--- src/rtl/lamp_fpu_issue_ctrl_pkg.sv ---
// Shared types and constants for the lampFPU issue controller.
// Opcode/unit numbering here is the same index used for do_o and unitValid_i.
package lamp_fpu_issue_ctrl_pkg;

    localparam int LAMP_FPU_NUM_UNITS = 7;

    localparam int FLAG_INVALID   = 4;
    localparam int FLAG_DIVZERO   = 3;
    localparam int FLAG_OVERFLOW  = 2;
    localparam int FLAG_UNDERFLOW = 1;
    localparam int FLAG_INEXACT   = 0;

    typedef enum logic [2:0] {
        FPU_ADD  = 3'd0,
        FPU_SUB  = 3'd1,
        FPU_MUL  = 3'd2,
        FPU_DIV  = 3'd3,
        FPU_SQRT = 3'd4,
        FPU_F2I  = 3'd5,
        FPU_I2F  = 3'd6,
        FPU_RSVD = 3'd7
    } fpu_op_e;

    typedef enum logic [1:0] {
        CTRL_IDLE  = 2'd0,
        CTRL_ISSUE = 2'd1,
        CTRL_WAIT  = 2'd2,
        CTRL_RESP  = 2'd3
    } ctrl_state_e;

    // One-hot start strobe for an opcode; the reserved opcode maps to no unit.
    function automatic logic [LAMP_FPU_NUM_UNITS-1:0] unit_onehot(input fpu_op_e op);
        logic [LAMP_FPU_NUM_UNITS-1:0] oh;
        oh = '0;
        if (op != FPU_RSVD) begin
            oh[op] = 1'b1;
        end
        return oh;
    endfunction

endpackage

--- src/rtl/lamp_fpu_issue_ctrl_watchdog.sv ---
// Watchdog counter for the issue controller: clear, count-enable and terminal flag.
// It saturates at TIMEOUT_CYCLES-1 so the controller can abort at the terminal count.
module lamp_fpu_ctrl_watchdog #(
    parameter int TIMEOUT_CYCLES = 32
) (
    input  logic clk,
    input  logic rst,
    input  logic clear_i,
    input  logic enable_i,
    output logic terminal_o
);

    localparam int CNT_W = (TIMEOUT_CYCLES > 2) ? $clog2(TIMEOUT_CYCLES) : 1;
    localparam logic [CNT_W-1:0] TERMINAL = CNT_W'(TIMEOUT_CYCLES - 1);

    logic [CNT_W-1:0] cnt_q;
    logic [CNT_W-1:0] cnt_d;

    assign terminal_o = (cnt_q == TERMINAL);

    always_comb begin
        cnt_d = cnt_q;
        if (clear_i) begin
            cnt_d = '0;
        end else if (enable_i && !terminal_o) begin
            cnt_d = cnt_q + 1'b1;
        end
    end

    always_ff @(posedge clk) begin
        if (rst) begin
            cnt_q <= '0;
        end else begin
            cnt_q <= cnt_d;
        end
    end

endmodule

--- src/rtl/lamp_fpu_issue_ctrl.sv ---
// Single-issue sequencer in front of the lampFPU execution units.
// Strobes one unit, waits for its valid (or the watchdog), returns a one-cycle response.
module lamp_fpu_issue_ctrl
    import lamp_fpu_issue_ctrl_pkg::*;
#(
    parameter int RES_DW         = 16,
    parameter int FLAG_DW        = 5,
    parameter int TIMEOUT_CYCLES = 32
) (
    input  logic                                    clk,
    input  logic                                    rst,
    input  logic                                    doOp_i,
    input  logic [2:0]                              opcode_i,
    output logic                                    ready_o,
    output logic                                    busy_o,
    output logic [LAMP_FPU_NUM_UNITS-1:0]           do_o,
    input  logic [LAMP_FPU_NUM_UNITS-1:0]           unitValid_i,
    input  logic [LAMP_FPU_NUM_UNITS*RES_DW-1:0]    unitRes_i,
    input  logic [LAMP_FPU_NUM_UNITS*FLAG_DW-1:0]   unitFlags_i,
    output logic [RES_DW-1:0]                       res_o,
    output logic [FLAG_DW-1:0]                      flags_o,
    output logic                                    valid_o,
    output logic                                    timeout_o
);

    localparam logic [FLAG_DW-1:0] FLAGS_INVALID = {{(FLAG_DW-1){1'b0}}, 1'b1} << FLAG_INVALID;

    ctrl_state_e                    state_q, state_d;
    fpu_op_e                        cur_op_q, cur_op_d;
    logic [LAMP_FPU_NUM_UNITS-1:0]  do_q, do_d;
    logic [RES_DW-1:0]              res_q, res_d;
    logic [FLAG_DW-1:0]             flags_q, flags_d;
    logic                           valid_q, valid_d;
    logic                           timeout_q, timeout_d;

    fpu_op_e                        req_op;
    logic                           accept;
    logic                           unit_hit;
    logic [RES_DW-1:0]              unit_res;
    logic [FLAG_DW-1:0]             unit_flags;
    logic                           wd_clear;
    logic                           wd_enable;
    logic                           wd_terminal;

    assign req_op    = fpu_op_e'(opcode_i);
    assign ready_o   = (state_q == CTRL_IDLE) || (state_q == CTRL_RESP);
    assign busy_o    = (state_q == CTRL_ISSUE) || (state_q == CTRL_WAIT);
    assign accept    = doOp_i && ready_o;

    assign do_o      = do_q;
    assign res_o     = res_q;
    assign flags_o   = flags_q;
    assign valid_o   = valid_q;
    assign timeout_o = timeout_q;

    // Only the unit that owns the current operation can complete it.
    assign unit_hit   = unitValid_i[cur_op_q];
    assign unit_res   = unitRes_i[int'(cur_op_q)*RES_DW +: RES_DW];
    assign unit_flags = unitFlags_i[int'(cur_op_q)*FLAG_DW +: FLAG_DW];

    lamp_fpu_ctrl_watchdog #(
        .TIMEOUT_CYCLES (TIMEOUT_CYCLES)
    ) u_watchdog (
        .clk        (clk),
        .rst        (rst),
        .clear_i    (wd_clear),
        .enable_i   (wd_enable),
        .terminal_o (wd_terminal)
    );

    always_comb begin
        state_d   = state_q;
        cur_op_d  = cur_op_q;
        res_d     = res_q;
        flags_d   = flags_q;
        do_d      = '0;
        valid_d   = 1'b0;
        timeout_d = 1'b0;
        wd_clear  = 1'b0;
        wd_enable = 1'b0;

        case (state_q)
            CTRL_IDLE, CTRL_RESP: begin
                // RESP accepts like IDLE so a new op overlaps the response cycle.
                if (accept) begin
                    if (req_op == FPU_RSVD) begin
                        state_d = CTRL_RESP;
                        res_d   = '0;
                        flags_d = FLAGS_INVALID;
                        valid_d = 1'b1;
                    end else begin
                        state_d  = CTRL_ISSUE;
                        cur_op_d = req_op;
                        do_d     = unit_onehot(req_op);
                        wd_clear = 1'b1;
                    end
                end else if (state_q == CTRL_RESP) begin
                    state_d = CTRL_IDLE;
                end
            end
            CTRL_ISSUE, CTRL_WAIT: begin
                if (unit_hit) begin
                    state_d = CTRL_RESP;
                    res_d   = unit_res;
                    flags_d = unit_flags;
                    valid_d = 1'b1;
                end else if (wd_terminal) begin
                    state_d   = CTRL_RESP;
                    res_d     = '0;
                    flags_d   = FLAGS_INVALID;
                    valid_d   = 1'b1;
                    timeout_d = 1'b1;
                end else begin
                    state_d   = CTRL_WAIT;
                    wd_enable = 1'b1;
                end
            end
            default: begin
                state_d = CTRL_IDLE;
            end
        endcase
    end

    always_ff @(posedge clk) begin
        if (rst) begin
            state_q   <= CTRL_IDLE;
            cur_op_q  <= FPU_ADD;
            do_q      <= '0;
            res_q     <= '0;
            flags_q   <= '0;
            valid_q   <= 1'b0;
            timeout_q <= 1'b0;
        end else begin
            state_q   <= state_d;
            cur_op_q  <= cur_op_d;
            do_q      <= do_d;
            res_q     <= res_d;
            flags_q   <= flags_d;
            valid_q   <= valid_d;
            timeout_q <= timeout_d;
        end
    end

endmodule

--- config.mk ---
export PLATFORM = sky130hd
export DESIGN_NAME = lamp_fpu_issue_ctrl
export DESIGN_NICKNAME = d
export VERILOG_FILES = /design/src/rtl/lamp_fpu_issue_ctrl_pkg.sv /design/src/rtl/lamp_fpu_issue_ctrl_watchdog.sv /design/src/rtl/lamp_fpu_issue_ctrl.sv
export SDC_FILE = /design/constraint.sdc
export NUM_CORES = 1
export LEC_CHECK = 0
export ABC_AREA = 1
export BUFFER_PORTS_ARGS = -buffer_cell sky130_fd_sc_hd__buf_2
export CORE_MARGIN = 5
export CORE_UTILIZATION = 43
export DETAILED_ROUTE_END_ITERATION = 16
export GPL_ROUTABILITY_DRIVEN = 0
export PLACE_DENSITY = 0.86
export SYNTH_ARGS = -nofsm -noshare
export SYNTH_HDL_FRONTEND = slang
export SYNTH_SLANG_ARGS = --single-unit
--- constraint.sdc ---
create_clock -name clk -period 2.45 [get_ports clk]
set_clock_uncertainty 0.15 [all_clocks]
set_input_delay 0 -clock clk [delete_from_list [all_inputs] [get_ports clk]]
set_output_delay 0 -clock clk [all_outputs]
set_load 0.005 [all_outputs]
==> results of run 1 <==
[registers in the layout, summed over array words and instances, names as in the netlist]
signal	count
cur_op_q	3
res_o	16
valid_o	1
timeout_o	1
do_o	7
u_watchdog.cnt_q	5
state_q	2
flags_o	5
[final cells by class]
type / count / area (um2) / share of cell area, %
Clock buffer: 7 / 96.34 / 2.348
Multi-Input combinational cell: 414 / 1909 / 46.52
Inverter: 24 / 90.09 / 2.195
Timing Repair Buffer: 205 / 1076 / 26.22
Clock inverter: 1 / 30.03 / 0.7317
Tap cell: 80 / 100.1 / 2.439
Sequential cell: 40 / 802.0 / 19.54
[cells in the final DEF, fill, tap and decap left out, types with 2 or more instances in the layout]
| cell type | instances |
|---|---|
| buf_2 | 191 |
| nand2_1 | 141 |
| nor2_1 | 95 |
| o21ai_0 | 66 |
| dfxtp_1 | 39 |
| o21ai_1 | 36 |
| inv_1 | 22 |
| a21oi_1 | 17 |
| nand3_1 | 12 |
| nand2_2 | 12 |
| a21oi_2 | 10 |
| buf_4 | 8 |
| clkbuf_8 | 7 |
| nand4_1 | 6 |
| dlygate4sd3_1 | 6 |
| ha_1 | 4 |
| inv_2 | 2 |
| nor2_2 | 2 |
| nand3_2 | 2 |
| xor2_1 | 2 |
| o22ai_1 | 2 |
[how the worst max path moves through the flow]
stage / start / to / slack, ns / cells past startpoint
2_1_floorplan: u_watchdog.cnt_q[0] / flags_o[0] / 0.64 / 10
3_3_place_gp: state_q[0] / res_o[2] / 0.51 / 7
3_5_place_dp: state_q[0] / res_o[15] / 0.37 / 7
4_1_cts: state_q[0] / do_o[2] / 0.09 / 8
5_1_grt: state_q[0] / do_o[2] / 0.004 / 8
6_report: state_q[0] / do_o[2] / 0.09 / 8
[power by group]
part,switching (mW),internal (mW),leakage (nW)
Combinational,1.18,0.688,1.72
Sequential,0.133,0.810,0.326
Clock,0.225,0.359,0.0645
Total,1.54,1.86,2.11
[worst reg2reg max path, delay by kind of cell (launching register included)]
family,cells,cell delay (ns)
adder cells (fa/ha/maj),1,0.36
buffers and inverters,2,0.65
AND/OR/NAND/NOR,5,0.81
flip-flops,1,0.33
[timing repair]
action,CTS,global route
buffers inserted,0,0
endpoints found under the setup margin,0,1
hold buffers,6,0
resized for setup,0,1
endpoints found under the hold margin,12,0
[cells by family after synthesis]
logic type | Yosys count | share of synthesized area [%]
AND/OR/NAND/NOR | 275 | 38.15
buffers and inverters | 58 | 8.467
XOR/XNOR | 2 | 0.5928
AO/OA/AOI/OAI | 133 | 24.01
flip-flops | 40 | 27.10
adder cells (fa/ha/maj) | 4 | 1.694
[per-stage QoR]
stage	utilization (%)	hold slack, ns	total power, mW	std cells
after global placement	57.94	0.1469	2.739	757
after detailed placement	57.94	0.1472	2.797	757
after CTS	60.70	0.004557	3.393	771
after global routing	60.74	0.03829	3.684	771
final	60.74	0.01166	3.394	771
after floorplan	-	-0.001528	2.231	512
[routing by layer]
layer  wire length, um  global-route usage (%)  vias up  part of all wire [%]
met1              4571                   29.76     1748                    41
met2              5548                   45.89      191                    49
met3               944                   5.605       19                   8.4
met4               200                   6.838        0                   1.8
met5                 0                       0        -                     0
li1                  -                       -     2014                     -
==> impl_metrics.tcl, run 1 <==
set metrics [dict create \
    ys_seq_area_share_pct 27.10 \
    ios 192 \
    ys_ff_latch 40 \
    p_leak_nw 2.107 \
    core.rowCount 30 \
    cts_tree "built" \
    diodes 0 \
    drc_errors 0 \
    slowest_stage "dlygate4sd3_1" \
    worst_slew_pin_slew_ns 0.5730 \
    synth_commonest_cells "141 x nand2_1, 97 x nor2_1, 66 x o21ai_0, 40 x dfxtp_1, 36 x o21ai_1" \
    async_flop_share_pct 0 \
    synth_area_um2 2955 \
    synthMostInstantiatedCell "nand2_1" \
    cpMostUsedCell "nor2_1" \
    antenna_found_initial 0 \
    fin_ws_ns 0.09118 \
    synth_cell_types 28 \
    crit_chain "ha_1, nor2_2, nand2_1, nor2_1, inv_1, or2_2, nor2_1, dlygate4sd3_1" \
    synth_ff_type "dfxtp_1" \
    place_worst_setup_slack_ns 0.3669 \
    post_dp_cell_area_um2 3915 \
    reg2reg_from "state_q[0]" \
    routed_wl_um 11260 \
    p_per_area_nw_per_um2 827.0 \
    avgSynthCellArea_um2 5.772 \
    synth_top_area_cell "dfxtp_1" \
    cp.arrival_ns 2.45 \
    rr_endpoint "do_o[2]" \
    layout-drive-gt1-share_pct 34.59 \
    cts.sink_count 40 \
    place.port_buffers 191 \
    firstDrtPassIters 5 \
    die-area_um2 8630 \
    slowest_delay_ns 0.54 \
    syn_inst 512 \
    clk_path_buf_depth 2 \
    outcome "finished, final reports clean" \
    critical_path.top_delay_family "simple AND/OR/NAND/NOR gates" \
    wire_per_inst_um 14.61 \
    hold_viol 0 \
    grt_pass1_vias 3916 \
    grt_max_degree 62 \
    endpoint_kind "flip-flop" \
    path_class "reg -> reg" \
    postRouteAntennaNets 0 \
    grt_setup_unrepaired "false" \
    final_nets 854 \
    setup_tns_ns 0 \
    synth_top_area_share_pct 27.10 \
    clkTransAtPathRegs_ns 0.08 \
    clk_latency_ns 0.29 \
    cts-root-buf "clkbuf_8" \
    peakVddDrop_mv 0.5904 \
    grt-ovfl-total 0 \
    via_per_inst 5.152 \
    regToRegSetupSlack_ns 0.09 \
    ctsHtreeMaxLevel 2 \
    min_period_over_period_pct 96.28 \
    core-area_um2 6756 \
    cp_max_fo 5 \
    max_slew_margin_pct 61.80 \
    synth.area.top_cells "dfxtp_1 27%, nand2_1 18%, nor2_1 12%" \
    finalInstanceArea_um2 4104 \
    setup_violations 0 \
    holdPathStages 7 \
    hpwl_um 8452 \
    drt_iter0_drc 173 \
    synth_nets 676 \
    initial_core_util_pct 43.74 \
    fmax_ghz 0.4239 \
    num_vias 3972 \
    final_max_slew_viol_count 0 \
    areaGrowthSynthToFinish_pct 38.87 \
    startpoint_type "flip-flop" \
    grt_pass1_wl_um 17820 \
    min_to "res_o[8]" \
    grt_util_all_layers_pct 25.30 \
    critical_path_buf_inv_count 2 \
    cts_buffers 5 \
    fillers 630 \
    drv_cap 0 \
    min_path_type "in -> reg" \
    layout_min_cycle_time_ns 2.359 \
    die_w_um 92.90 \
    synth_edf_count 0 \
    hold_path.startpoint "unitRes_i[104]" \
    die_y_um 92.90 \
    crit_required_ns 2.54 \
    yosysWarningCount 0 \
    reg2reg_depth 8 \
]
No activity file was read; power rests on OpenSTA's default activity.
==> run 2, diff against run 1 <==
CORE_ASPECT_RATIO = 0.9   (was not set)
CORE_UTILIZATION = 39   (was 43)
PLACE_DENSITY = 0.83   (was 0.86)
SKIP_LAST_GASP = 1   (was not set)
clock period = 2.1 ns   (was 2.45 ns; I/O delays follow)
==> run 2 against run 1 <==
Effect of this change:
- die area is 9.2% higher
- global-route usage is 3.1 points lower
- design area increased by 0.82%
- setup slack improved by 0.11 ns
- worst hold slack lost 0.0027 ns
- non-clock buffer count up 4
- clock-buffer cell count shrank 2
- maximum frequency up 24%
- power grew 15%
- register-to-register slack improved by 0.11 ns
- final cell count increased by 2.6%
==> impl_metrics.tcl, run 2 (synthesis gave the netlist of run 1 again) <==
set metrics [dict create \
    outcome "finished, final reports clean" \
    max_slew_margin_pct 61.40 \
    post_cts_buffers 0 \
    cts.sink_count 40 \
    core-area_um2 7470 \
    cts-root-buf "clkbuf_8" \
    grt_util_all_layers_pct 22.25 \
    slowest_delay_ns 0.36 \
    cp.arrival_ns 1.90 \
    initial_core_util_pct 39.56 \
    place_worst_setup_slack_ns 0.1961 \
    die-area_um2 9421 \
    worst_slew_pin_slew_ns 0.5790 \
    cts_tree "built" \
    hold_viol 0 \
    cts_buffers 5 \
    ctsHtreeMaxLevel 2 \
    placed_cells 778 \
    firstDrtPassIters 4 \
    final_nets 858 \
    grt-ovfl-total 0 \
    p_per_area_nw_per_um2 939.2 \
    drc_errors 0 \
    critical_path_buf_inv_count 1 \
    place.port_buffers 191 \
    cp_max_fo 18 \
    crit_required_ns 2.10 \
    areaGrowthSynthToFinish_pct 40.01 \
    diodes 0 \
    setup_violations 0 \
    largest_register_ffs 16 \
    fin_ws_ns 0.2006 \
    grtUsageMet2_pct 40.09 \
    fmax_ghz 0.5265 \
    layout.cells.non_filler 791 \
    die_w_um 101.8 \
    min_path_type "in -> reg" \
    busiest_layer "met2" \
    endpoint_kind "flip-flop" \
    p_leak_nw 2.117 \
    fillers 761 \
    critical_path.top_delay_family "simple AND/OR/NAND/NOR gates" \
    layout_min_cycle_time_ns 1.899 \
    layout-drive-gt1-share_pct 35.11 \
    wire_per_inst_um 13.93 \
    clk_path_buf_depth 2 \
    post_dp_cell_area_um2 3998 \
    grt_pass1_vias 3873 \
    via_per_inst 4.966 \
    cpMostUsedCell "nand2_1" \
    die_y_um 92.59 \
    peakVddDrop_mv 0.5279 \
    grt_use_met1_pct 24.05 \
    core.rowCount 30 \
    path_class "reg -> reg" \
    min_period_over_period_pct 90.45 \
    antenna_found_initial 0 \
    grt_pass1_wl_um 16850 \
    ios 192 \
    drv_cap 0 \
    slowest_stage "ha_1" \
    grt_setup_unrepaired "false" \
    setup_tns_ns 0 \
    use_met3_pct 6.325 \
    num_vias 3928 \
    drt_iter0_drc 174 \
    postRouteAntennaNets 0 \
    grt_max_degree 35 \
    routed_wl_um 11020 \
    hpwl_um 8914 \
    finalInstanceArea_um2 4138 \
    crit_chain "ha_1, nor2_2, nand4_1, nand2_1, nand2_2, buf_12, nand2_1, a21oi_1" \
    final_max_slew_viol_count 0 \
    final_common_cell "buf_2" \
    mostFrequentLayoutCells "191 x buf_2, 141 x nand2_1, 95 x nor2_1" \
    startpoint_type "flip-flop" \
    clkTransAtPathRegs_ns 0.08 \
    clk_latency_ns 0.29 \
]
==> run 2: cell count changes in the layout (fill, tap and decap cells not counted) <==
cell | previous run | this run
buf_4 | 8 | 11
bufinv_16 | 1 | 0
clkinv_2 | 0 | 2
clkinv_4 | 0 | 1
dlygate4sd3_1 | 6 | 5
clkbuf_8 | 7 | 5
buf_12 | 0 | 2
==> run 2: cell type report <==
type	instances	area (um2)	share of cell area, %
multi-input cells	414	1909	46.14
inverters	24	90.09	2.177
well taps	96	120.1	2.903
clock inverters	3	18.77	0.4536
clock buffers	5	68.82	1.663
flip-flops and latches	40	802.0	19.38
repair buffers	209	1129	27.28
==> run 2: power breakdown <==
part / internal, mW / leakage (nW) / total, mW / switching, mW
Combinational: 0.914 / 1.74 / 2.31 / 1.39
Sequential: 0.945 / 0.326 / 1.09 / 0.143
Clock: 0.231 / 0.0479 / 0.491 / 0.260
Total: 2.09 / 2.12 / 3.89 / 1.80
==> run 2: final timing paths <==
check / from / end / slack [ns] / cells after the start
worst max-delay path: state_q[0] / res_o[3] / 0.20 / 8
worst min-delay path: unitRes_i[103] / res_o[7] / 0.009 / 7
worst max register to register: state_q[0] / res_o[3] / 0.20 / 8
worst min register to register: res_o[5] / res_o[5] / 0.31 / 2
==> run 2: worst min-delay path: cells and delay by family <==
kind / cells / cell delay [ns]
simple gates: 4 / 0.20
buf+inv: 1 / 0.10
compound gates: 2 / 0.10
==> run 2: repair_timing <==
item,in CTS,in global routing
resized for setup,0,1
hold endpoints to repair,12,0
setup endpoints to repair,0,1
hold buffers,5,0
==> run 2: through the flow <==
step           hold slack, ns  total power [mW]  utilization, %
6_report             0.009008             3.886           55.39
5_1_grt               0.06608             4.275           55.39
4_1_cts              0.003803             3.911           55.36
3_5_place_dp           0.1537             3.404           53.52
3_3_place_gp           0.1504             3.345           53.52
2_1_floorplan       -0.001528             2.603               -
==> run 2: metal layers <==
layer | vias up | part of all wire, %
met5 | - | 0
met4 | 0 | 3.5
met3 | 30 | 12
met2 | 214 | 47
met1 | 1673 | 38
li1 | 2011 | -
==> run 3, diff against run 2 <==
CORE_MARGIN = not set   (was 5)
GPL_TIMING_DRIVEN = 0   (was not set)
==> run 3 against run 2 <==
Effect of this change:
- clock-buffer cell count increased by 1
- first-iteration DRC count increased by 18%
- maximum frequency shrank 5.1%
- sequential power about the same
- clock power is 8.8% higher
- flip-flop and latch count stayed put
- critical endpoint is now res_o[11]
- highest routed layer unchanged
- register-to-register slack got worse by 0.10 ns
- critical path type unchanged
- critical path depth is the same
==> impl_metrics.tcl, run 3 (synthesis gave the netlist of run 1 again) <==
set metrics [dict create \
    die_y_um 84.59 \
    die_w_um 93.76 \
    antenna_found_initial 0 \
    p_leak_nw 2.146 \
    fmax_ghz 0.4995 \
    final_nets 879 \
    place.port_buffers 190 \
    min_period_over_period_pct 95.34 \
    worst_slew_pin_slew_ns 0.7014 \
    largest_register_ffs 16 \
    layout.cells.non_filler 809 \
    initial_core_util_pct 41.14 \
    ctsHtreeMaxLevel 2 \
    wire_per_inst_um 13.72 \
    min_path_type "in -> reg" \
    grt_pass1_vias 4110 \
    placed_cells 795 \
    clk_latency_ns 0.29 \
    grt-ovfl-total 0 \
    clkTransAtPathRegs_ns 0.08 \
    mostFrequentLayoutCells "195 x buf_2, 141 x nand2_1, 96 x nor2_1" \
    startpoint_type "flip-flop" \
    areaGrowthSynthToFinish_pct 42.17 \
    total_power_mw 3.953 \
    num_vias 4177 \
    core.rowCount 29 \
    cts_tree "built" \
    diodes 0 \
    hpwl_um 8687 \
    firstDrtPassIters 5 \
    post_cts_buffers 0 \
    hold_viol 0 \
    grt_util_all_layers_pct 28.26 \
    cts.sink_count 40 \
    crit_required_ns 2.10 \
    drt_iter0_drc 206 \
    via_per_inst 5.163 \
    max_slew_margin_pct 53.24 \
    setup_violations 0 \
    final_common_cell "buf_2" \
    clk_path_buf_depth 2 \
    core-area_um2 7184 \
    outcome "finished, final reports clean" \
    grt_setup_unrepaired "true" \
    cp_max_fo 10 \
    layout-drive-gt1-share_pct 34.78 \
    ios 192 \
    cts_buffers 5 \
    endpoint_kind "flip-flop" \
    path_class "reg -> reg" \
    layout_min_cycle_time_ns 2.002 \
    p_per_area_nw_per_um2 940.8 \
    cts-root-buf "clkbuf_8" \
    grt_max_degree 14 \
    routed_wl_um 11100 \
    setup_tns_ns 0 \
    die-area_um2 7931 \
    grt_pass1_wl_um 17760 \
    drv_cap 0 \
    drc_errors 0 \
    cp.arrival_ns 2.00 \
    final_max_slew_viol_count 0 \
    peakVddDrop_mv 0.5046 \
    postRouteAntennaNets 0 \
]
[run 3: cell types whose count changed in the layout (fill, tap and decap cells not counted), moves of 3 or more]
cell	before	now
clkbuf_2	0	11
clkbuf_1	0	10
buf_4	11	3
buf_2	191	195
buf_1	0	3
[run 3: stage by stage]
stage | util (%) | instance area, um2 | worst slack [ns] | hold WS, ns
after global routing | 58.48 | 4202 | -0.01974 | 0.06053
after global placement | 55.99 | 4023 | 0.1135 | 0.1408
after floorplan | - | 2955 | 0.2902 | -0.001528
after detailed placement | 55.99 | 4023 | 0.06031 | 0.1451
after CTS | 58.19 | 4180 | 0.01415 | 0.003019
final | 58.48 | 4202 | 0.09795 | 0.01111
[run 3: layout make-up]
type                       instances  area, um2
buffer                            34      173.9
timing repair buffer             196       1011
tap                               93      116.4
fill                             726       2983
multi-input combinational        414       1912
sequential                        40      800.8
clock inverter                     2      15.01
inverter                          24      90.09
clock buffer                       6      82.58
[run 3: what timing repair did]
| action | CTS | global route |
|---|---|---|
| resized for setup | 0 | 23 |
| hold buffers | 6 | 0 |
| setup endpoints to repair | 0 | 25 |
| endpoints found under the hold margin | 13 | 0 |
[run 3: worst max-delay path, cell delays in order, from the launching register on]
cell and delay, ns:
dfxtp_1 0.32, ha_1 0.34, nor2_1 0.29, nand4_1 0.23
nand2_1 0.16, nand2_2 0.10, buf_6 0.16, nand2_2 0.07
a21oi_2 0.05
[run 3: worst paths after layout]
check                                    start        end  slack, ns  depth (start not counted)
worst max-delay path                state_q[0]  res_o[11]        0.1                          8
worst min-delay path            unitRes_i[104]   res_o[8]       0.01                          7
worst max register to register      state_q[0]  res_o[11]        0.1                          8
worst min register to register        res_o[8]   res_o[8]       0.31                          2
[run 3: layer usage]
| layer | part of all wire (%) | vias up | track usage (%) |
|---|---|---|---|
| met4 | 3.5 | 0 | 11.89 |
| met1 | 38 | 1829 | 30.68 |
| met2 | 49 | 242 | 52.69 |
| li1 | - | 2068 | - |
| met3 | 8.7 | 38 | 5.525 |
| met5 | 0 | - | 0 |
[run 3: where the power goes]
group / internal [mW] / total (mW) / switching [mW] / leakage, nW
Combinational: 0.900 / 2.35 / 1.45 / 1.78
Clock: 0.266 / 0.534 / 0.268 / 0.0434
Sequential: 0.944 / 1.07 / 0.126 / 0.325
